File: src/rtl/display_register_queue.sv
// Queues CPU display-register writes and replays them to the display controller
// only during vertical blank; also counts frames and latches per-frame collision flags.
module display_register_queue #(
  parameter int FIFO_DEPTH = 16,
  parameter int PTR_WIDTH  = 4
) (
  input  logic        clk,
  input  logic        reset,
  input  logic        cpu_write_i,
  input  logic [11:0] cpu_index_i,
  input  logic [15:0] cpu_value_i,
  input  logic        cpu_flush_i,
  output logic        queue_full_o,
  output logic        queue_empty_o,
  output logic        overflow_o,
  input  logic        in_vblank_i,
  input  logic [5:0]  collision_i,
  output logic        register_write_o,
  output logic [11:0] register_index_o,
  output logic [15:0] register_write_value_o,
  output logic [5:0]  collision_status_o,
  output logic [15:0] frame_count_o
);

  localparam int ENTRY_W = 28;
  localparam logic [PTR_WIDTH:0]   FULL_COUNT = (PTR_WIDTH+1)'(FIFO_DEPTH);
  localparam logic [PTR_WIDTH:0]   COUNT_ONE  = (PTR_WIDTH+1)'(1);
  localparam logic [PTR_WIDTH-1:0] PTR_ONE    = PTR_WIDTH'(1);

  typedef enum logic {IDLE, DRAIN} state_t;

  state_t               state_q, state_d;
  logic [ENTRY_W-1:0]   mem_q [FIFO_DEPTH];
  logic [PTR_WIDTH-1:0] wr_ptr_q, wr_ptr_d;
  logic [PTR_WIDTH-1:0] rd_ptr_q, rd_ptr_d;
  logic [PTR_WIDTH:0]   count_q, count_d;
  logic                 overflow_q, overflow_d;
  logic                 vblank_q;
  logic                 rise_q;
  logic [15:0]          frame_q;
  logic [5:0]           coll_q;
  logic                 wr_q;
  logic [11:0]          idx_q;
  logic [15:0]          val_q;

  logic vblank_rise;
  logic full;
  logic empty;
  logic pop;
  logic push;

  assign vblank_rise = in_vblank_i & ~vblank_q;
  assign full        = (count_q == FULL_COUNT);
  assign empty       = (count_q == '0);

  always_comb begin
    state_d    = state_q;
    wr_ptr_d   = wr_ptr_q;
    rd_ptr_d   = rd_ptr_q;
    count_d    = count_q;
    overflow_d = overflow_q;
    pop        = 1'b0;
    push       = 1'b0;
    if (cpu_flush_i) begin
      state_d    = IDLE;
      wr_ptr_d   = '0;
      rd_ptr_d   = '0;
      count_d    = '0;
      overflow_d = 1'b0;
    end else begin
      case (state_q)
        IDLE:    pop = vblank_rise & ~empty;
        DRAIN:   pop = in_vblank_i & ~empty;
        default: pop = 1'b0;
      endcase
      // A pop frees a slot in the same edge, so a full FIFO still accepts a push then.
      push = cpu_write_i & (~full | pop);
      if (cpu_write_i & full & ~pop) overflow_d = 1'b1;
      if (pop)  rd_ptr_d = rd_ptr_q + PTR_ONE;
      if (push) wr_ptr_d = wr_ptr_q + PTR_ONE;
      if (push & ~pop)      count_d = count_q + COUNT_ONE;
      else if (pop & ~push) count_d = count_q - COUNT_ONE;
      state_d = (pop && count_d != '0) ? DRAIN : IDLE;
    end
  end

  always_ff @(posedge clk or posedge reset) begin
    if (reset) begin
      state_q    <= IDLE;
      wr_ptr_q   <= '0;
      rd_ptr_q   <= '0;
      count_q    <= '0;
      overflow_q <= 1'b0;
      vblank_q   <= 1'b0;
      rise_q     <= 1'b0;
      frame_q    <= '0;
      coll_q     <= '0;
      wr_q       <= 1'b0;
      idx_q      <= '0;
      val_q      <= '0;
    end else begin
      state_q    <= state_d;
      wr_ptr_q   <= wr_ptr_d;
      rd_ptr_q   <= rd_ptr_d;
      count_q    <= count_d;
      overflow_q <= overflow_d;
      vblank_q   <= in_vblank_i;
      rise_q     <= vblank_rise;
      if (vblank_rise) frame_q <= frame_q + 16'd1;
      // Controller refreshes its flags on the rise edge, so sample one cycle later.
      if (rise_q) coll_q <= collision_i;
      wr_q <= pop;
      if (pop) {idx_q, val_q} <= mem_q[rd_ptr_q];
    end
  end

  always_ff @(posedge clk) begin
    if (push) mem_q[wr_ptr_q] <= {cpu_index_i, cpu_value_i};
  end

  assign queue_full_o           = full;
  assign queue_empty_o          = empty;
  assign overflow_o             = overflow_q;
  assign register_write_o       = wr_q;
  assign register_index_o       = idx_q;
  assign register_write_value_o = val_q;
  assign collision_status_o     = coll_q;
  assign frame_count_o          = frame_q;

endmodule

File: config.mk
export PLATFORM = sky130hd
export DESIGN_NAME = display_register_queue
export DESIGN_NICKNAME = d
export VERILOG_FILES = /design/src/rtl/display_register_queue.sv
export SDC_FILE = /design/constraint.sdc
export NUM_CORES = 1
export LEC_CHECK = 0
export ABC_AREA = 1
export CAP_MARGIN = 30
export CORE_UTILIZATION = 56
export CTS_BUF_LIST = sky130_fd_sc_hd__clkbuf_8
export DETAILED_ROUTE_END_ITERATION = 8
export PLACE_DENSITY = 0.73
export SYNTH_ARGS = -nofsm -noshare
export SYNTH_HDL_FRONTEND = slang
export SYNTH_SLANG_ARGS = --single-unit
File: constraint.sdc
create_clock -name clk -period 3.6 [get_ports clk]
set_input_delay 0.9 -clock clk [delete_from_list [all_inputs] [get_ports clk]]
set_output_delay 0.9 -clock clk [all_outputs]
set_load 0.02 [all_outputs]
==> impl_results.md <==
* CTS buffer count at 80
* Static leakage at 8.48 nW
* Average wire per standard cell at 22.2 µm
* Ys Warns at 0
* Fin crit share at 88.7%
* Clk buf depth at 3
* Area contributors post-synth: edfxtp_1 65%, dfrtp_1 8.2%, nor2_1 4.3%
* DRT iter0 DRCs at 1366
* Max Cap Viol at 0
* IR drop worst, VDD at 414 µV
* Gate Count Post-Synth at 1564
* Vias in the first global route at 13300
* Critical path class: reg -> out
* # diodes at 0
* Final setup vio count at 0
* Post-detail-place hpwl at 29100 µm
* CP endpoint kind: output pin
* Grt total ovfl at 0
* FF+latch area at 15200 µm²
* Post-synth top area cell: edfxtp_1
* Initial Util at 57.5%
* CP Max Fanout at 5
* RSZ-0062 raised after global routing: no
* # clock sinks at 516
* Sum Neg Setup Slack at 0 ns
* First-pass GRT wire length at 76300 µm
* Post_cts resized at 0
* Count of cell types in the netlist at 39
* Clock transition at path regs at 0.06 ns
* Post-detailed-route DRC marker count at 0
* DRT Wirelength at 49400 µm
* Pwr Total at 14.0 mW
* Number of synthesized register bits at 516
* Clk_lat worst skew at 0.62 ns
* Placed Cells at 2074
* Top cell type's share of synthesized area at 65.1%
* Final core area utilization at 66.5%
* Cell Area, Synth at 20700 µm²
* Routability cong. at 0.850
* CP Launch Type: register
* Final worst slack at 0.408 ns
* Fin. Hold Viols at 0
* Initial antenna violation count at 0
* All-Layer GR Usage at 26.7%
* Data required time of the critical path at 2.70 ns
* Core area at 35900 µm²
* Share of cells above drive strength 1 at 12.1%
* IO Pins at 93
* # fillers at 2534
* Finished Layout Cells at 2224
* CTS root buffer: clkbuf_8
* Die X at 194 µm
* Port bufs at 92
* Multi-input gate area at 4820 µm²
* Post-CTS setup buffers at 0
* Post-CTS Hold Fix Bufs at 0
* Chip height at 194 µm
* Min Hold Slack at 0.466 ns
* CTS tree: built
* Register area share after synthesis at 73.3%
* Status: finished, final reports clean
* Pins Over Slew Limit at 0
* Mapped Nets at 1611
* Pre-CTS setup slack at 0.224 ns
* DRT Pass-1 Iters at 5
* Vias per cell at 6.02
* Tmin final at 3.19 ns
* Placed cell areas at 22300 µm²
* Average cell area after synthesis at 13.2 µm²
* Worst EP arrival at 2.29 ns
* Slew margin rel. at 42.9%
* H-Tree Depth at 3
* Die ar. at 37700 µm²
* Area delta synth->final at 15.6%
* P per Cell Area at 587 nW/µm²
* Post-DRT Antenna Nets at 0
* Fmax at 313 MHz
* Worst Skew at 0.0152 ns
* Fin area at 23900 µm²
* Largest net degree at the start of global routing at 114
* Worst Tran Pin Value at 0.854 ns
* Layout Nets at 1742
* Vias at 13400
* Hold Crit Class: reg -> reg
* Rows at 69
worst max-delay path: stages, from the launching register on:
cell	delay [ns]
dfrtp_1	0.40
inv_1	0.14
ha_1	0.31
nand3_2	0.16
inv_1	0.07
clkdlybuf4s50_1	0.59
sequential cells by signal, indices dropped and copies added (netlist names):
name and cells:
overflow_o 1, vblank_q 1, state_q 1, rise_q 1, register_write_value_o 16, frame_count_o 16, mem_q 448, count_q 5
rd_ptr_q 4, register_index_o 12, collision_status_o 6, register_write_o 1, wr_ptr_q 4
final timing paths:
check,startpoint,to,slack [ns],cells past startpoint
setup / recovery,count_q[0],queue_full_o,0.41,5
hold / removal,frame_count_o[15],frame_count_o[15],0.47,1
setup reg to reg,count_q[0],mem_q[3][7],1.06,8
hold reg to reg,frame_count_o[15],frame_count_o[15],0.47,1
max in group asynchronous,reset,register_write_value_o[3],2.30,3
min in group asynchronous,reset,register_index_o[0],0.64,2
cells in the final DEF, fill, tap and decap left out, types with 12 or more instances in the layout:
cell type          n
edfxtp_1         448
nor2_1           218
nand2_1          188
o21ai_0          156
o221ai_1         100
clkdlybuf4s50_1   92
clkbuf_8          90
inv_1             71
nand3_1           70
o21ai_1           66
dfrtp_1           65
buf_4             38
nor2_4            19
buf_12            19
a21oi_1           16
o211ai_1          12
clkinv_1          12
clkinv_2          12
logic make-up (layout without fill, tap and decap cells):
family                     Yosys count  count (layout)  share of synthesized area (%)
muxes                                6               6                          0.327
buffers and inverters              146             345                           3.91
DFF                                516             516                           73.3
AOI/OAI and AO/OA                  351             351                           10.5
xor gates and xnor gates            20              20                          0.884
adders and majority gates            8               8                          0.484
and+or+nand+nor                    517             517                           10.6
report_power, final:
group	total [mW]	internal [mW]	switching, mW
Clock	4.73	2.51	2.22
Combinational	2.30	0.872	1.43
Sequential	6.99	6.78	0.208
Total	14.0	10.2	3.86
cell usage after synthesis, drive strengths merged:
| cell | number |
|---|---|
| edfxtp | 448 |
| nor2 | 241 |
| o21ai | 222 |
| nand2 | 192 |
| o221ai | 100 |
| nand3 | 74 |
| dfrtp | 68 |
| buf | 58 |
| inv | 44 |
| clkbuf | 42 |
| a21oi | 16 |
| o211ai | 12 |
| xor2 | 12 |
| ha | 8 |
| xnor2 | 8 |
| mux2 | 6 |
| nand4 | 6 |
| nor3 | 4 |
| clkinv | 2 |
| o21bai | 1 |
final cells by class:
type,instances,area share (%)
inverters,46,0.749
clock inverters,60,1.36
flip-flops and latches,516,63.5
repair buffers,149,6.64
multi-input cells,902,20.2
well taps,461,2.41
clock buffers,90,5.19
per-layer routing:
layer / global-route usage (%) / part of all wire (%) / up-vias
li1: - / - / 6031
met1: 37.3 / 41 / 6587
met2: 42.0 / 47 / 684
met3: 4.99 / 9.0 / 96
met4: 10.2 / 2.8 / 0
met5: 0 / 0 / -
(Power assumes the default switching activity.)
